<file path="config.mk">
export PLATFORM = sky130hd
export DESIGN_NAME = clock_monitor_100khz
export DESIGN_NICKNAME = d
export VERILOG_FILES = /design/src/rtl/clock_monitor_100khz_pkg.sv /design/src/rtl/clock_monitor_100khz_edge_sync.sv /design/src/rtl/clock_monitor_100khz.sv
export SDC_FILE = /design/constraint.sdc
export NUM_CORES = 1
export LEC_CHECK = 0
export ABC_AREA = 1
export BUFFER_PORTS_ARGS = -buffer_cell sky130_fd_sc_hd__buf_2
export CAP_MARGIN = 10
export CORE_ASPECT_RATIO = 2
export CORE_MARGIN = 2
export CORE_UTILIZATION = 55
export CTS_BUF_LIST = sky130_fd_sc_hd__clkbuf_4
export CTS_CLUSTER_SIZE = 12
export DETAILED_ROUTE_END_ITERATION = 6
export PLACE_DENSITY = 0.79
export SYNTH_ARGS = -nofsm -noshare
export SYNTH_HDL_FRONTEND = slang
export SYNTH_SLANG_ARGS = --single-unit
</file>
<file path="constraint.sdc">
create_clock -name CLK_1MHZ_IN -period 3.14 [get_ports CLK_1MHZ_IN]
set_input_delay 0.314 -clock CLK_1MHZ_IN [delete_from_list [all_inputs] [get_ports CLK_1MHZ_IN]]
set_output_delay 0.314 -clock CLK_1MHZ_IN [all_outputs]
set_load 0.02 [all_outputs]
</file>
<file path="src/rtl/clock_monitor_100khz_pkg.sv">
// Shared definitions for the 100 kHz clock monitor.
// Holds the divider's nominal period and tolerance, the monitor state type
// and a saturating 8-bit increment helper.
package clock_monitor_100khz_pkg;

  localparam int unsigned EXPECTED_DEF = 10;
  localparam int unsigned TOL_DEF      = 1;

  typedef enum logic [1:0] {
    ST_LOST    = 2'd0,
    ST_ACQUIRE = 2'd1,
    ST_LOCKED  = 2'd2
  } state_e;

  function automatic logic [7:0] sat_inc8(input logic [7:0] v);
    return (v == 8'hFF) ? v : v + 8'd1;
  endfunction

endpackage

</file>
<file path="src/rtl/clock_monitor_100khz_edge_sync.sv">
// edge_sync: brings an asynchronous slow clock into the reference domain.
// Ports:
//   clk_i  - reference clock
//   rst_ni - asynchronous active-low reset
//   d_i    - asynchronous input
//   rise_o - combinational rise flag (high for one cycle after a synchronised 0->1)
module edge_sync (
  input  logic clk_i,
  input  logic rst_ni,
  input  logic d_i,
  output logic rise_o
);

  logic sync1_q;
  logic sync2_q;
  logic prev_q;

  always_ff @(posedge clk_i or negedge rst_ni) begin
    if (!rst_ni) begin
      sync1_q <= 1'b0;
      sync2_q <= 1'b0;
      prev_q  <= 1'b0;
    end else begin
      sync1_q <= d_i;
      sync2_q <= sync1_q;
      prev_q  <= sync2_q;
    end
  end

  // An input already high at reset release shows up as one rise.
  assign rise_o = sync2_q & ~prev_q;

endmodule

</file>
<file path="src/rtl/clock_monitor_100khz.sv">
// clock_monitor_100khz: measures the period of the 100 kHz clock in 1 MHz
// cycles and tracks its health (LOST / ACQUIRE / LOCKED).
// Ports:
//   CLK_1MHZ_IN   - reference clock
//   RESET         - asynchronous active-low reset
//   CLK_100KHZ_IN - monitored clock (asynchronous)
//   RISE_TICK     - one-cycle pulse per detected rising edge
//   PERIOD_OUT    - last measured period
//   PERIOD_VALID  - one-cycle pulse when PERIOD_OUT updates
//   CLK_OK        - high while locked
//   CLK_LOST      - high while lost
//   ERR_COUNT     - saturating count of out-of-tolerance periods
module clock_monitor_100khz
  import clock_monitor_100khz_pkg::*;
#(
  parameter int unsigned EXPECTED   = EXPECTED_DEF,
  parameter int unsigned TOL        = TOL_DEF,
  parameter int unsigned LOCK_COUNT = 4,
  parameter int unsigned TIMEOUT    = 20,
  parameter int unsigned CNT_W      = 8
) (
  input  logic             CLK_1MHZ_IN,
  input  logic             RESET,
  input  logic             CLK_100KHZ_IN,
  output logic             RISE_TICK,
  output logic [CNT_W-1:0] PERIOD_OUT,
  output logic             PERIOD_VALID,
  output logic             CLK_OK,
  output logic             CLK_LOST,
  output logic [7:0]       ERR_COUNT
);

  localparam int unsigned GOOD_W = $clog2(LOCK_COUNT + 1);
  localparam logic [CNT_W-1:0]  PER_MIN   = CNT_W'(EXPECTED - TOL);
  localparam logic [CNT_W-1:0]  PER_MAX   = CNT_W'(EXPECTED + TOL);
  localparam logic [CNT_W-1:0]  TO_VAL    = CNT_W'(TIMEOUT);
  localparam logic [GOOD_W-1:0] GOOD_LOCK = GOOD_W'(LOCK_COUNT);

  logic rise;

  edge_sync u_edge_sync (
    .clk_i  (CLK_1MHZ_IN),
    .rst_ni (RESET),
    .d_i    (CLK_100KHZ_IN),
    .rise_o (rise)
  );

  state_e            state_q, state_d;
  logic [CNT_W-1:0]  cnt_q, cnt_d;
  logic              meas_q, meas_d;
  logic [GOOD_W-1:0] good_cnt_q, good_cnt_d;
  logic [7:0]        err_q, err_d;
  logic [CNT_W-1:0]  period_q, period_d;
  logic              valid_d;
  logic              tick_q, valid_q, ok_q, lost_q;
  logic              good;

  assign good = (cnt_q >= PER_MIN) && (cnt_q <= PER_MAX);

  always_comb begin
    state_d    = state_q;
    cnt_d      = cnt_q;
    meas_d     = meas_q;
    good_cnt_d = good_cnt_q;
    err_d      = err_q;
    period_d   = period_q;
    valid_d    = 1'b0;
    if (rise) begin
      // A rise always restarts the count, so it takes priority over timeout.
      cnt_d  = CNT_W'(1);
      meas_d = 1'b1;
      if (meas_q) begin
        period_d = cnt_q;
        valid_d  = 1'b1;
      end
      case (state_q)
        ST_LOST: begin
          state_d    = ST_ACQUIRE;
          good_cnt_d = '0;
        end
        ST_ACQUIRE: begin
          if (good) begin
            good_cnt_d = good_cnt_q + 1'b1;
            if (good_cnt_q + 1'b1 == GOOD_LOCK) state_d = ST_LOCKED;
          end else begin
            good_cnt_d = '0;
            err_d      = sat_inc8(err_q);
          end
        end
        ST_LOCKED: begin
          if (!good) begin
            state_d    = ST_ACQUIRE;
            good_cnt_d = '0;
            err_d      = sat_inc8(err_q);
          end
        end
        default: state_d = ST_LOST;
      endcase
    end else begin
      if (meas_q && (cnt_q != '1)) cnt_d = cnt_q + 1'b1;
      if ((state_q != ST_LOST) && (cnt_q == TO_VAL)) begin
        state_d    = ST_LOST;
        meas_d     = 1'b0;
        good_cnt_d = '0;
      end
    end
  end

  always_ff @(posedge CLK_1MHZ_IN or negedge RESET) begin
    if (!RESET) begin
      state_q    <= ST_LOST;
      cnt_q      <= '0;
      meas_q     <= 1'b0;
      good_cnt_q <= '0;
      err_q      <= '0;
      period_q   <= '0;
      tick_q     <= 1'b0;
      valid_q    <= 1'b0;
      ok_q       <= 1'b0;
      lost_q     <= 1'b1;
    end else begin
      state_q    <= state_d;
      cnt_q      <= cnt_d;
      meas_q     <= meas_d;
      good_cnt_q <= good_cnt_d;
      err_q      <= err_d;
      period_q   <= period_d;
      tick_q     <= rise;
      valid_q    <= valid_d;
      // Decode from next state so the flags move on the same edge as the state.
      ok_q       <= (state_d == ST_LOCKED);
      lost_q     <= (state_d == ST_LOST);
    end
  end

  assign RISE_TICK    = tick_q;
  assign PERIOD_OUT   = period_q;
  assign PERIOD_VALID = valid_q;
  assign CLK_OK       = ok_q;
  assign CLK_LOST     = lost_q;
  assign ERR_COUNT    = err_q;

endmodule

</file>
Word-level counts from Yosys, hierarchy flattened
Index checks and enable logic that the tools add are counted.
{"block": "word_totals", "wordCells": 60, "in_bits": 3, "regBits": 37, "out_inout_bits": 20}
{"block": "classes", "addsub": 3, "mux": 17, "magnitude_cmp": 2, "n_reduce_logical": 12, "eq_ne": 9, "bitwise_logic": 4}
{"operator": "8-bit by 1-bit adder with 8-bit output, second input constant", "count": 2}
{"operator": "8-bit 2-to-1 mux", "count": 2}
{"operator": "3-bit 2-to-1 mux", "count": 4}
{"operator": "2-bit 2-to-1 mux", "count": 5}
{"operator": "3-bit case mux with 3 select lines", "count": 1}
{"operator": "8-bit by 5-bit == test with 1-bit output, second input constant", "count": 1}
{"operator": "8-bit == test, second input constant", "count": 1}
{"operator": "8-bit by 4-bit greater-or-equal comparator with 1-bit output, second input constant", "count": 1}
{"operator": "8-bit by 4-bit <= comparator with 1-bit output, second input constant", "count": 1}
{"operator": "8-bit != test, second input constant", "count": 1}
{"operator": "2-bit case mux with 3 select lines", "count": 1}
{"operator": "2-bit nonzero test", "count": 3}
{"operator": "2-bit == test, second input constant", "count": 2}
{"operator": "2-bit logical NOT", "count": 2}
{"operator": "1-bit 2-to-1 mux", "count": 4}
{"operator": "4-bit by 1-bit != test with 1-bit output, second input constant", "count": 1}
{"operator": "4-bit AND reduction", "count": 1}
{"operator": "3-bit by 1-bit adder with 3-bit output, second input constant", "count": 1}
{"operator": "3-bit == test, second input constant", "count": 1}
{"operator": "1-bit logical AND", "count": 3}
{"operator": "3-bit != test, second input constant", "count": 1}
{"operator": "1-bit NOT", "count": 3}
{"operator": "3-bit AND reduction", "count": 1}
{"operator": "2-bit by 1-bit == test with 1-bit output, second input constant", "count": 1}
{"operator": "3 further kinds", "count": 3}

Logic depth before layout (Yosys ltp)
Gate-level depths: netlist of the first run.
{"block": "depth", "ltp_word": 7, "mapped_depth": 14, "mapped_depth_nobuf": 14}

Cells and area by module
A second synthesis of the first run with hierarchy kept.
{"block": "unflattened", "cells_unflattened": 213, "area_unflattened_um2": 1864.3}
{"module": "clock_monitor_100khz", "area_each_um2": 1779.2, "seq_area_each_um2": 852.1, "cells_per_inst": 208, "instances": 1}
{"module": "edge_sync", "area_each_um2": 85.1, "seq_area_each_um2": 75.1, "cells_per_inst": 5, "instances": 1}

Worst setup path after synthesis of the first run
No wires, ideal clock.
{"block": "synth_path", "kind": "reg2reg", "from": "register err_q[0], in the netlist ERR_COUNT[0]", "to": "register err_q[4], in the netlist ERR_COUNT[4]", "period_less_slack_ns": 1.529, "path_stages_with_launch": 9, "t_arrival_ns": 1.399, "required_time_ns": 3.009, "n_path_buf": 0, "slack_ns": 1.611, "path_cell_list": "dfrtp_1 > ha_1 > nand2_1 > nor2_1 > nand3_1 > nand3_2 > nor2_2 > nand2_1 > xnor2_1"}
{"block": "synth_between", "elab_chain_len": 3}
{"item": "from (decl)", "line": "clock_monitor_100khz.sv:52", "source": "logic [7:0] err_q, err_d;"}
{"item": "from (signal assigned)", "line": "clock_monitor_100khz.sv:126", "source": "err_q <= err_d;"}
{"item": "branches (longest 3 deep; another with 8-bit by 1-bit adder with 8-bit output)"}
Parallel ways; which one is timed is not known.
A chain may end at the register's enable or synchronous reset.

Worst setup path after layout of the first run
{"block": "layout_path", "from": "register u_edge_sync.sync2_q", "to": "register good_cnt_q[2]"}
{"block": "layout_between", "elab_chain_len": 3}
{"item": "from (decl)", "line": "clock_monitor_100khz_edge_sync.sv:15", "source": "logic sync2_q;"}
{"item": "from (signal assigned)", "line": "clock_monitor_100khz_edge_sync.sv:25", "source": "sync2_q <= sync1_q;"}
{"item": "1-bit bitwise AND *", "line": "clock_monitor_100khz_edge_sync.sv:31", "source": "assign rise_o = sync2_q & ~prev_q;"}
{"item": "4-bit by 1-bit != test with 1-bit output (no line), or another cell as far along"}
{"item": "3-bit AND reduction (no line)"}
{"item": "to (signal assigned)", "line": "clock_monitor_100khz.sv:125", "source": "good_cnt_q <= good_cnt_d;"}
{"item": "to (decl)", "line": "clock_monitor_100khz.sv:51", "source": "logic [GOOD_W-1:0] good_cnt_q, good_cnt_d;"}
Mark *: on every way between the ends. The rest lies on a longest branch, timed or not.

==> impl_results.md, run 1 <==
* Io pins at 23
* Final-report setup violation count at 0
* Syn_nets at 230
* Clock Tree Buf Depth at 2
* Antenna violations before repair at 0
* Cells after Synth at 216
* Final hold slack at 0.02916 ns
* Chip width at 45.16 um
* Fmax at 0.5640 GHz
* Critical path class: flop to flop
* Met1 global-route usage at 0.2230
* GRT busiest layer: met2
* Max-slew violation count at 0
* Top post-synthesis cells by area: dfrtp_1 (48%), nand2_1 (10%), ha_1 (7.4%), o21ai_0 (5.9%), inv_1 (5.8%)
* Max_cap viols at 0
* CTS Sinks at 37
* Row count at 29
* Status: completed
* Synth cell types at 28
* Ys Warns at 0
* Final Critical Period at 1.773 ns
* Largest net degree at the start of global routing at 38
* Crit path arrival time at 2.01 ns
* Period utilization at 0.5647
* Worst-margin pin slew at 0.7971 ns
* Layout cells sized above 1 at 0.1803
* Final Hold Vio Count at 0
* DRT Pass-1 Iters at 4
* Wire per inst at 13.69 um
* Most frequent cells in the layout: nand2_1 (50), dfrtp_1 (36), inv_1 (29)
* Pwr Total at 1.356 mW
* Critical Path Start Type: flop
* Pleak at 1.102 nW
* Final instance area at 2078 um2
* Vias at 1489
* Worst-Skew Late Latency at 0.35 ns
* Synth top area share at 0.4835
* Fin Setup TNS at 0 ns
* Post-layout nets at 257
* Dpl ws at 1.391 ns
* Seq/Total Area, Yosys at 0.4976
* Total grt overflow at 0
* Mapped Avg Cell Area at 8.625 um2
* DP Area at 1999 um2
* CTS buffer count at 5
* GR Util met3 at 0.03125
* Crit path max fanout at 13
* Worst path required time at 3.38 ns
* CTS tree: built
* Hpwl dp at 2800 um
* Gpl congestion at 0.9433
* First-pass GRT wire length at 6210 um
* Met2 GRT Util at 0.3792
* HP Class: primary input to asynchronous set/reset pin
* Residual DRC at 0
* Die H at 86.31 um
* CP endpoint kind: flop
* WL final at 3765 um
* Fillcell total at 287
* Final worst setup slack at 1.367 ns
* Setup bufs post-CTS at 0
* Vias per inst at 5.415
* Die area at 3897 um2
* # diodes at 0
* Vias in the first global route at 1428
* RR Startpoint: u_edge_sync.sync2_q
* Post-route ant nets at 0
* Worst slew margin at 0.4686
* I/O Buffers at 22
* RSZ-0062 raised after global routing: no
* Total power density per cell area at 652.5 nW/um2
* Root Driver: clkbuf_4
* Synth-to-layout area growth at 11.55%
* Crit path from: u_edge_sync.sync2_q
* DRT iter0 DRCs at 26
* Tot GR Track Use at 0.2140
* Cts repair resizes at 0
* Post-Syn Area at 1863 um2
* Worst Skew at 0.01443 ns
* Yosys reg bits at 37
* Clk slew on worst S/H paths at 0.12 ns
* Htree depth at 2
* Max VDD drop at 450.2 uV
* Core Box Area at 3193 um2
* CTS Hold Buffers Added at 0
* Yosys top cell by area: dfrtp_1
* Initial Utilization at 0.5835
* Most common cell after layout, fill and taps aside: nand2_1
## kinds of logic after synthesis
family / count (synthesis) / share of synthesized area
and+or+nand+nor: 99 / 0.2472
DFF: 37 / 0.4976
buffers and inverters: 34 / 0.07118
AOI/OAI and AO/OA: 29 / 0.08194
adders and majority gates: 11 / 0.07387
xor gates and xnor gates: 6 / 0.02821
## synth_stat cells, drive strengths merged
master and instances:
a21oi 5, and2 1, and3b 1, buf 2, dfrtp 36, dfstp 1, ha 11, inv 32
nand2 53, nand3 9, nand4 7, nor2 20, nor3 6, o2111ai 1, o21ai 23, or2 2
xnor2 1, xor2 5
## critical path, cell delays in order (launching register included)
cell and delay, ns:
dfrtp_1 0.39, inv_1 0.05, or2_1 0.35, inv_1 0.21, nor2_1 0.24, inv_1 0.06
nand3_1 0.14, inv_1 0.09, nand2_1 0.06, o21ai_0 0.08
## worst paths after layout
kind                                       end  slack, ns  cells past startpoint
max                              good_cnt_q[2]       1.37                      9
min                              PERIOD_OUT[4]       0.03                      1
max reg2reg                      good_cnt_q[2]       1.37                      9
min reg2reg                u_edge_sync.sync2_q       0.37                      0
max in group asynchronous         PERIOD_VALID       2.59                      1
min in group CLK_1MHZ_IN   u_edge_sync.sync1_q       0.06                      1
## state kept, by name, summed over array words and instances, names as in the netlist
signal               cells
PERIOD_OUT               8
PERIOD_VALID             1
good_cnt_q               3
u_edge_sync.sync2_q      1
u_edge_sync.sync1_q      1
CLK_OK                   1
state_q                  2
meas_q                   1
cnt_q                    8
u_edge_sync.prev_q       1
CLK_LOST                 1
RISE_TICK                1
ERR_COUNT                8
## per-layer routing
| layer | wire length (um) | part of all wire |
|---|---|---|
| met1 | 1430 | 0.38 |
| met2 | 2068 | 0.55 |
| met3 | 129 | 0.034 |
| met4 | 136 | 0.036 |
| met5 | 0 | 0 |
## metrics by stage
| step | instances | utilization |
|---|---|---|
| floorplan | 216 | - |
| global placement | 267 | 0.6262 |
| detailed placement | 267 | 0.6262 |
| CTS | 275 | 0.6509 |
| global route | 275 | 0.6509 |
| finish | 275 | 0.6509 |
## final cells by class
| class | instances | area [um2] | area share |
|---|---|---|---|
| tap | 31 | 38.79 | 0.01866 |
| timing repair buffer | 22 | 110.1 | 0.05298 |
| clock inverter | 3 | 41.29 | 0.01987 |
| clock buffer | 5 | 37.54 | 0.01806 |
| multi-input combinational | 145 | 803.3 | 0.3865 |
| sequential | 37 | 927.1 | 0.4461 |
| inverter | 32 | 120.1 | 0.05780 |
## where the power goes
part	internal (mW)	total (mW)	switching, mW
registers	0.557	0.634	0.0770
logic	0.123	0.393	0.270
clock network	0.165	0.329	0.164
total	0.845	1.36	0.511
(Power assumes the default switching activity.)
==> inputs of run 2 (changes only) <==
Settings changed: CORE_UTILIZATION 55 to 54, PLACE_DENSITY 0.79 to 0.81.
Clock period 3.14 ns to 1.5 ns, I/O delays scaled along.
==> run 2 against run 1 <==
  * The run now ends with negative setup slack left
  * Clock-buffer cell count is the same
  * Global-route usage up 3.3 points
  * Core utilization up 8.3 points
  * First-iteration DRC count up 54%
  * Critical path type unchanged
  * Design area rose by 18%
  * Maximum frequency is 7.9% higher
==> impl_results.md, run 2 (same netlist as run 1, synthesis figures left out) <==
* CP endpoint kind: flop (unchanged)
* Core Box Area at 3341 um2 (was 3193 um2)
* # diodes at 0 (unchanged)
* Die H at 87.07 um (was 86.31 um)
* RR Startpoint: cnt_q[1] (was u_edge_sync.sync2_q)
* Critical Path Start Type: flop (unchanged)
* Largest net degree at the start of global routing at 38 (unchanged)
* DRT Pass-1 Iters at 4 (unchanged)
* Worst Skew at 0.01271 ns (was 0.01443 ns)
* Dpl ws at -0.09753 ns (was 1.391 ns)
* WL final at 4677 um (was 3765 um)
* Clk slew on worst S/H paths at 0.13 ns (was 0.12 ns)
* Comb pwr share at 0.401 (was 0.290)
* Vias in the first global route at 1700 (was 1428)
* Antenna violations before repair at 0 (unchanged)
* Total power density per cell area at 1278 nW/um2 (was 652.5 nW/um2)
* Crit path max fanout at 5 (was 13)
* Worst-margin pin slew at 0.4604 ns (was 0.7971 ns)
* Max-slew violation count at 0 (unchanged)
* Post-layout nets at 286 (was 257)
* CTS Sinks at 37 (unchanged)
* Sw Ratio at 0.4095 (was 0.3771)
* Chip width at 45.54 um (was 45.16 um)
* Worst path required time at 1.75 ns (was 3.38 ns)
* Wire per inst at 15.33 um (was 13.69 um)
* Max VDD drop at 866.5 uV (was 450.2 uV)
* First-pass GRT wire length at 7162 um (was 6210 um)
* Share of power burned in registers at 0.425 (was 0.468)
* Worst R2R Setup Slack at -0.14 ns (was 1.37 ns)
* Pleak at 1.255 nW (was 1.102 nW)
* NetSw at 1.283 mW (was 0.5115 mW)
* Worst slew margin at 0.6930 (was 0.4686)
* Final Critical Period at 1.643 ns (was 1.773 ns)
* CTS buffer count at 5 (unchanged)
* Total grt overflow at 0 (unchanged)
* Max_cap viols at 0 (unchanged)
* Root Driver: clkbuf_4 (unchanged)
* Crit path arrival time at 1.89 ns (was 2.01 ns)
* Pwr Total at 3.133 mW (was 1.356 mW)
* Vias at 1691 (was 1489)
* # placed instances at 289 (was 267)
* Initial Utilization at 0.5577 (was 0.5835)
* Io pins at 23 (unchanged)
* Final Hold Vio Count at 0 (unchanged)
* Final worst setup slack at -0.1431 ns (was 1.367 ns)
* Tot GR Track Use at 0.2466 (was 0.2140)
* Htree depth at 2 (unchanged)
* Clock Power Share at 0.174 (was 0.243)
* Most frequent cells in the layout: nand2_1 (40), dfrtp_1 (33), buf_4 (23) (was nand2_1 (50), dfrtp_1 (36), inv_1 (29))
* Critical path class: flop to flop (unchanged)
* Hpwl dp at 3054 um (was 2800 um)
* CTS tree: built (unchanged)
* HP Class: primary input to asynchronous set/reset pin (unchanged)
* Status: finished with violations (was completed)
* Finished Layout Cells at 305 (was 275)
* Post-route ant nets at 0 (unchanged)
* Final-report setup violation count at 23 (was 0)
* Residual DRC at 0 (unchanged)
* Reg2reg path depth at 7 (was 9)
* Clock Tree Buf Depth at 2 (unchanged)
* DRT iter0 DRCs at 40 (was 26)
* R2r endpoint: cnt_q[5] (was good_cnt_q[2])
* Gpl congestion at 0.9392 (was 0.9433)
* Period utilization at 1.095 (was 0.5647)
* Most common cell after layout, fill and taps aside: nand2_1 (unchanged)
* Failing checks: negative setup slack
* Layout cells sized above 1 at 0.4103 (was 0.1803)
* Die area at 3965 um2 (was 3897 um2)
* Synth-to-layout area growth at 31.56% (was 11.55%)
* Vias per inst at 5.544 (was 5.415)
* Worst-Skew Late Latency at 0.36 ns (was 0.35 ns)
* I/O Buffers at 22 (unchanged)
* Fmax at 0.6086 GHz (was 0.5640 GHz)
* Row count at 30 (was 29)
* Int Power at 1.850 mW (was 0.8447 mW)
* RSZ-0062 raised after global routing: yes (was no)
run 2: changes by cell type in the layout (fill, tap and decap cells not counted), moves of 7 or more:
cell     previous run  this run
buf_4               0        23
inv_1              29        19
nand2_1            50        40
nand2_2             3        12
inv_2               3        10
o21ai_0            22        15
run 2: stage by stage:
step | util | hold WS (ns) | TNS [ns] | area, um2
finish | 0.7337 | 0.3550 | -1.308 | 2451
global route | 0.7337 | 0.3849 | -3.730 | 2451
CTS | 0.6884 | 0.3640 | -0.1207 | 2300
detailed placement | 0.6491 | 0.2144 | -0.9266 | 2168
global placement | 0.6491 | 0.2117 | -0.1878 | 2168
floorplan | - | -0.1456 | 0 | 1873
run 2: power groups by stage:
stage / clock (mW) / combinational, mW / sequential [mW]
2_1_floorplan: 0 / 0.458 / 1.46
3_5_place_dp: 0 / 0.981 / 1.33
6_report: 0.545 / 1.26 / 1.33
3_3_place_gp: 0 / 0.951 / 1.33
5_1_grt: 0.604 / 1.37 / 1.35
4_1_cts: 0.550 / 1.05 / 1.32
run 2: timing repair:
action,CTS,global route
setup endpoints to repair,22,27
hold buffers,2,0
buffers inserted,3,4
endpoints found under the hold margin,37,0
resized for setup,14,46
pin swaps,5,15
run 2: cell type report:
class / count / area (um2)
multi-input cells: 145 / 945.9
flip-flops and latches: 37 / 930.9
fillers: 247 / 889.6
repair buffers: 51 / 347.8
inverters: 32 / 127.6
well taps: 32 / 40.04
clock buffers: 5 / 37.54
clock inverters: 3 / 21.27
run 2: worst max path at each step:
stage	start	end	slack (ns)	cells past startpoint
2_1_floorplan	ERR_COUNT[0]	ERR_COUNT[4]	0.02	8
3_3_place_gp	cnt_q[0]	ERR_COUNT[4]	-0.04	10
3_5_place_dp	cnt_q[0]	good_cnt_q[0]	-0.1	10
4_1_cts	cnt_q[0]	good_cnt_q[0]	-0.04	10
5_1_grt	cnt_q[1]	cnt_q[5]	-0.29	7
6_report	cnt_q[1]	cnt_q[5]	-0.14	7
run 2: per-layer routing:
| metal | wire [um] | track usage | vias to the layer above |
|---|---|---|---|
| met5 | 0 | 0 | - |
| met4 | 193 | 0.1230 | 0 |
| met3 | 138 | 0.05187 | 20 |
| met2 | 2728 | 0.4469 | 45 |
| met1 | 1616 | 0.2463 | 822 |
| li1 | - | - | 804 |
run 2: worst max-delay path: stages, from the launching register on:
cell and delay [ns]:
dfrtp_1 0.42, inv_4 0.07, buf_4 0.13, buf_4 0.14
nor3_1 0.39, nand3_1 0.19, nand4_1 0.13, o21ai_1 0.07
==> inputs of run 3 (changes only) <==
Settings changed: ABC_AREA 1 to default.
==> run 3 against run 2 <==
  * The flow still finishes with violations (negative setup slack)
  * Setup slack worse by 0.33 ns
  * Synthesized area down 2.4%
  * Hold slack worse by 0.16 ns
  * Largest cell class unchanged
==> impl_results.md, run 3 <==
* CTS tree: built (unchanged)
* DR WL met2 at 3251 um (was 2728 um)
* # diodes at 0 (unchanged)
* RSZ-0062 raised after global routing: yes (unchanged)
* DRT Pass-1 Iters at 4 (unchanged)
* Worst-Skew Late Latency at 0.37 ns (was 0.36 ns)
* Mapped Avg Cell Area at 11.02 um2 (was 8.625 um2)
* Synth-to-layout area growth at 52.44% (was 31.56%)
* Max_cap viols at 0 (unchanged)
* Commonest cells post-synth: dfrtp_1 (36), inv_1 (13), nand2_1 (13) (was nand2_1 (50), dfrtp_1 (36), inv_1 (29))
* Fin Setup TNS at -8.232 ns (was -1.308 ns)
* Clock Tree Buf Depth at 2 (unchanged)
* Total power density per cell area at 1328 nW/um2 (was 1278 nW/um2)
* Die area at 3875 um2 (was 3965 um2)
* I/O Buffers at 22 (unchanged)
* Syn_nets at 179 (was 230)
* Htree depth at 2 (unchanged)
* Post-synth EDFFs at 0 (unchanged)
* First-pass GRT wire length at 8576 um (was 7162 um)
* Clock Power Share at 0.196 (was 0.174)
* RR Startpoint: cnt_q[7] (was cnt_q[1])
* Largest net degree at the start of global routing at 16 (was 38)
* Cells after Synth at 165 (was 216)
* Max VDD drop at 951.7 uV (was 866.5 uV)
* Worst-path cell chain: or3_4, a2111oi_4, buf_4, nand4b_4, mux2_4 (was inv_4, buf_4, buf_4, nor3_1, nand3_1, nand4_1, o21ai_1)
* Max Used Layer: met4 (unchanged)
* Core Box Area at 3193 um2 (was 3341 um2)
* Yosys top cell by area: dfrtp_1 (unchanged)
* Most frequent cells in the layout: buf_4 (54), dfrtp_1 (34), buf_2 (22) (was nand2_1 (40), dfrtp_1 (33), buf_4 (23))
* DRT iter0 DRCs at 51 (was 40)
* Share of power burned in registers at 0.356 (was 0.425)
* Max incr delay on CP at 0.42 ns (about the same)
* Ys Warns at 0 (unchanged)
* Most common cell after layout, fill and taps aside: buf_4 (was nand2_1)
* Clk slew on worst S/H paths at 0.13 ns (about the same)
* Fmax at 0.5063 GHz (was 0.6086 GHz)
* Worst R2R Setup Slack at -0.48 ns (was -0.14 ns)
* Max-slew violation count at 0 (unchanged)
* Reg2reg path depth at 5 (was 7)
* Antenna violations before repair at 0 (unchanged)
* Worst path required time at 1.74 ns (was 1.75 ns)
* Pleak at 1.418 nW (was 1.255 nW)
* Pwr Total at 3.681 mW (was 3.133 mW)
* Critical-path top delay cell: dfrtp_1 (unchanged)
* Post-layout nets at 269 (was 286)
* Critical path class: flop to flop (unchanged)
* Worst Skew at 0.02009 ns (was 0.01271 ns)
* Die H at 86.06 um (was 87.07 um)
* Finished Layout Cells at 287 (was 305)
* Critical Path Start Type: flop (unchanged)
* Crit path arrival time at 2.22 ns (was 1.89 ns)
* CP endpoint kind: flop (unchanged)
* Vias at 1706 (was 1691)
* Synth top area share at 0.4955 (was 0.4835)
* Status: finished with violations (unchanged)
* WL met1 at 1806 um (was 1616 um)
* Met3 routed WL at 277 um (was 138 um)
* Final instance area at 2771 um2 (was 2451 um2)
* Final Critical Period at 1.975 ns (was 1.643 ns)
* Synth cell types at 36 (was 28)
* Gpl congestion at 0.8454 (was 0.9392)
* Io pins at 23 (unchanged)
* Comb pwr share at 0.448 (was 0.401)
* Post-route ant nets at 0 (unchanged)
* Top post-synthesis cells by area: dfrtp_1 (50%), ha_1 (7.6%), xor2_1 (3.4%), mux2_2 (3.1%), inv_1 (2.7%) (was dfrtp_1 (48%), nand2_1 (10%), ha_1 (7.4%), o21ai_0 (5.9%), inv_1 (5.8%))
* Residual DRC at 0 (unchanged)
* Post-Syn Area at 1818 um2 (was 1863 um2)
* DP Area at 2320 um2 (was 2168 um2)
* Async SR Flop Fraction at 1.000 (unchanged)
* HP Class: primary input to asynchronous set/reset pin (unchanged)
* Synth Flop Type: dfrtp_1 (unchanged)
* Layout cells sized above 1 at 0.5469 (was 0.4103)
* Int Power at 2.286 mW (was 1.850 mW)
* Tot GR Track Use at 0.3113 (was 0.2466)
* Chip width at 45.03 um (was 45.54 um)
* Root Driver: clkbuf_4 (unchanged)
* Vias per inst at 5.944 (was 5.544)
* Worst slew margin at 0.7097 (was 0.6930)
* Total grt overflow at 0 (unchanged)
* Sw Ratio at 0.3791 (was 0.4095)
* Wire per inst at 20.07 um (was 15.33 um)
* Failing checks: negative setup slack (unchanged)
* NetSw at 1.395 mW (was 1.283 mW)
* Crit path max fanout at 4 (was 5)
* R2r endpoint: ERR_COUNT[1] (was cnt_q[5])
* Final-report setup violation count at 23 (unchanged)
* Initial Utilization at 0.5694 (was 0.5577)
* WL final at 5761 um (was 4677 um)
* Most common cell in the netlist: dfrtp_1 (was nand2_1)
* CTS Sinks at 37 (unchanged)
* Period utilization at 1.317 (was 1.095)
* Vias in the first global route at 1839 (was 1700)
* Seq/Total Area, Yosys at 0.5100 (was 0.4976)
* Row count at 29 (was 30)
* # placed instances at 255 (was 289)
* Final Hold Vio Count at 0 (unchanged)
* CTS buffer count at 5 (unchanged)
* Hpwl dp at 3321 um (was 3054 um)
* Yosys reg bits at 37 (unchanged)
* Final worst setup slack at -0.4752 ns (was -0.1431 ns)
* Final hold slack at 0.1904 ns (was 0.3550 ns)
* Worst-margin pin slew at 0.4354 ns (was 0.4604 ns)
run 3: power groups by stage:
| stage | Sequential [mW] | Clock [mW] | Combinational [mW] |
|---|---|---|---|
| after floorplan | 1.47 | 0 | 0.533 |
| after global placement | 1.30 | 0 | 1.20 |
| after detailed placement | 1.31 | 0 | 1.27 |
| after CTS | 1.30 | 0.718 | 1.48 |
| after global routing | 1.32 | 0.759 | 1.77 |
| final | 1.31 | 0.723 | 1.65 |
run 3: area by class of cell:
type                    count  area [um2]
clock inverters             3       46.29
well taps                  31       38.79
clock buffers               5       37.54
fillers                   145       421.7
repair buffers             86       634.4
flip-flops and latches     37       929.6
multi-input cells         112        1036
inverters                  13       48.80
run 3: worst max path at each step:
stage,start,end,slack (ns),depth (start not counted)
detailed placement,cnt_q[1],CLK_LOST,-0.25,8
global route,cnt_q[7],ERR_COUNT[3],-0.49,7
CTS,cnt_q[1],good_cnt_q[1],-0.30,7
floorplan,cnt_q[6],ERR_COUNT[1],-0.33,4
finish,cnt_q[7],ERR_COUNT[1],-0.48,5
global placement,cnt_q[6],CLK_LOST,-0.20,6
run 3: cell families after synthesis:
logic type	share of synthesized area
simple gates	0.1535
flops	0.5100
compound gates	0.1136
buf+inv	0.03372
xor+xnor	0.05781
fa+ha+maj	0.07570
mux	0.05574
run 3: metrics by stage:
| stage | util | setup WS, ns |
|---|---|---|
| after floorplan | - | -0.3319 |
| after global placement | 0.7265 | -0.2000 |
| after detailed placement | 0.7265 | -0.2546 |
| after CTS | 0.8346 | -0.3035 |
| after global routing | 0.8679 | -0.4949 |
| final | 0.8679 | -0.4752 |
run 3: what timing repair did:
action,in CTS,in global routing
hold endpoints to repair,14,0
pin swaps,20,16
setup buffers,14,9
setup endpoints to repair,26,24
resized for setup,30,10
hold buffers,2,0
run 3: per-layer routing:
metal	vias up	GRT usage
li1	747	-
met1	835	0.2865
met2	85	0.5610
met3	39	0.06526
met4	0	0.2112
met5	-	0
run 3: worst max-delay path: cells and delay by family (launching register included):
family	cells	cell delay, ns
AOI/OAI and AO/OA	1	0.35
buffers and inverters	1	0.18
DFF	1	0.42
muxes	1	0.32
and+or+nand+nor	2	0.58
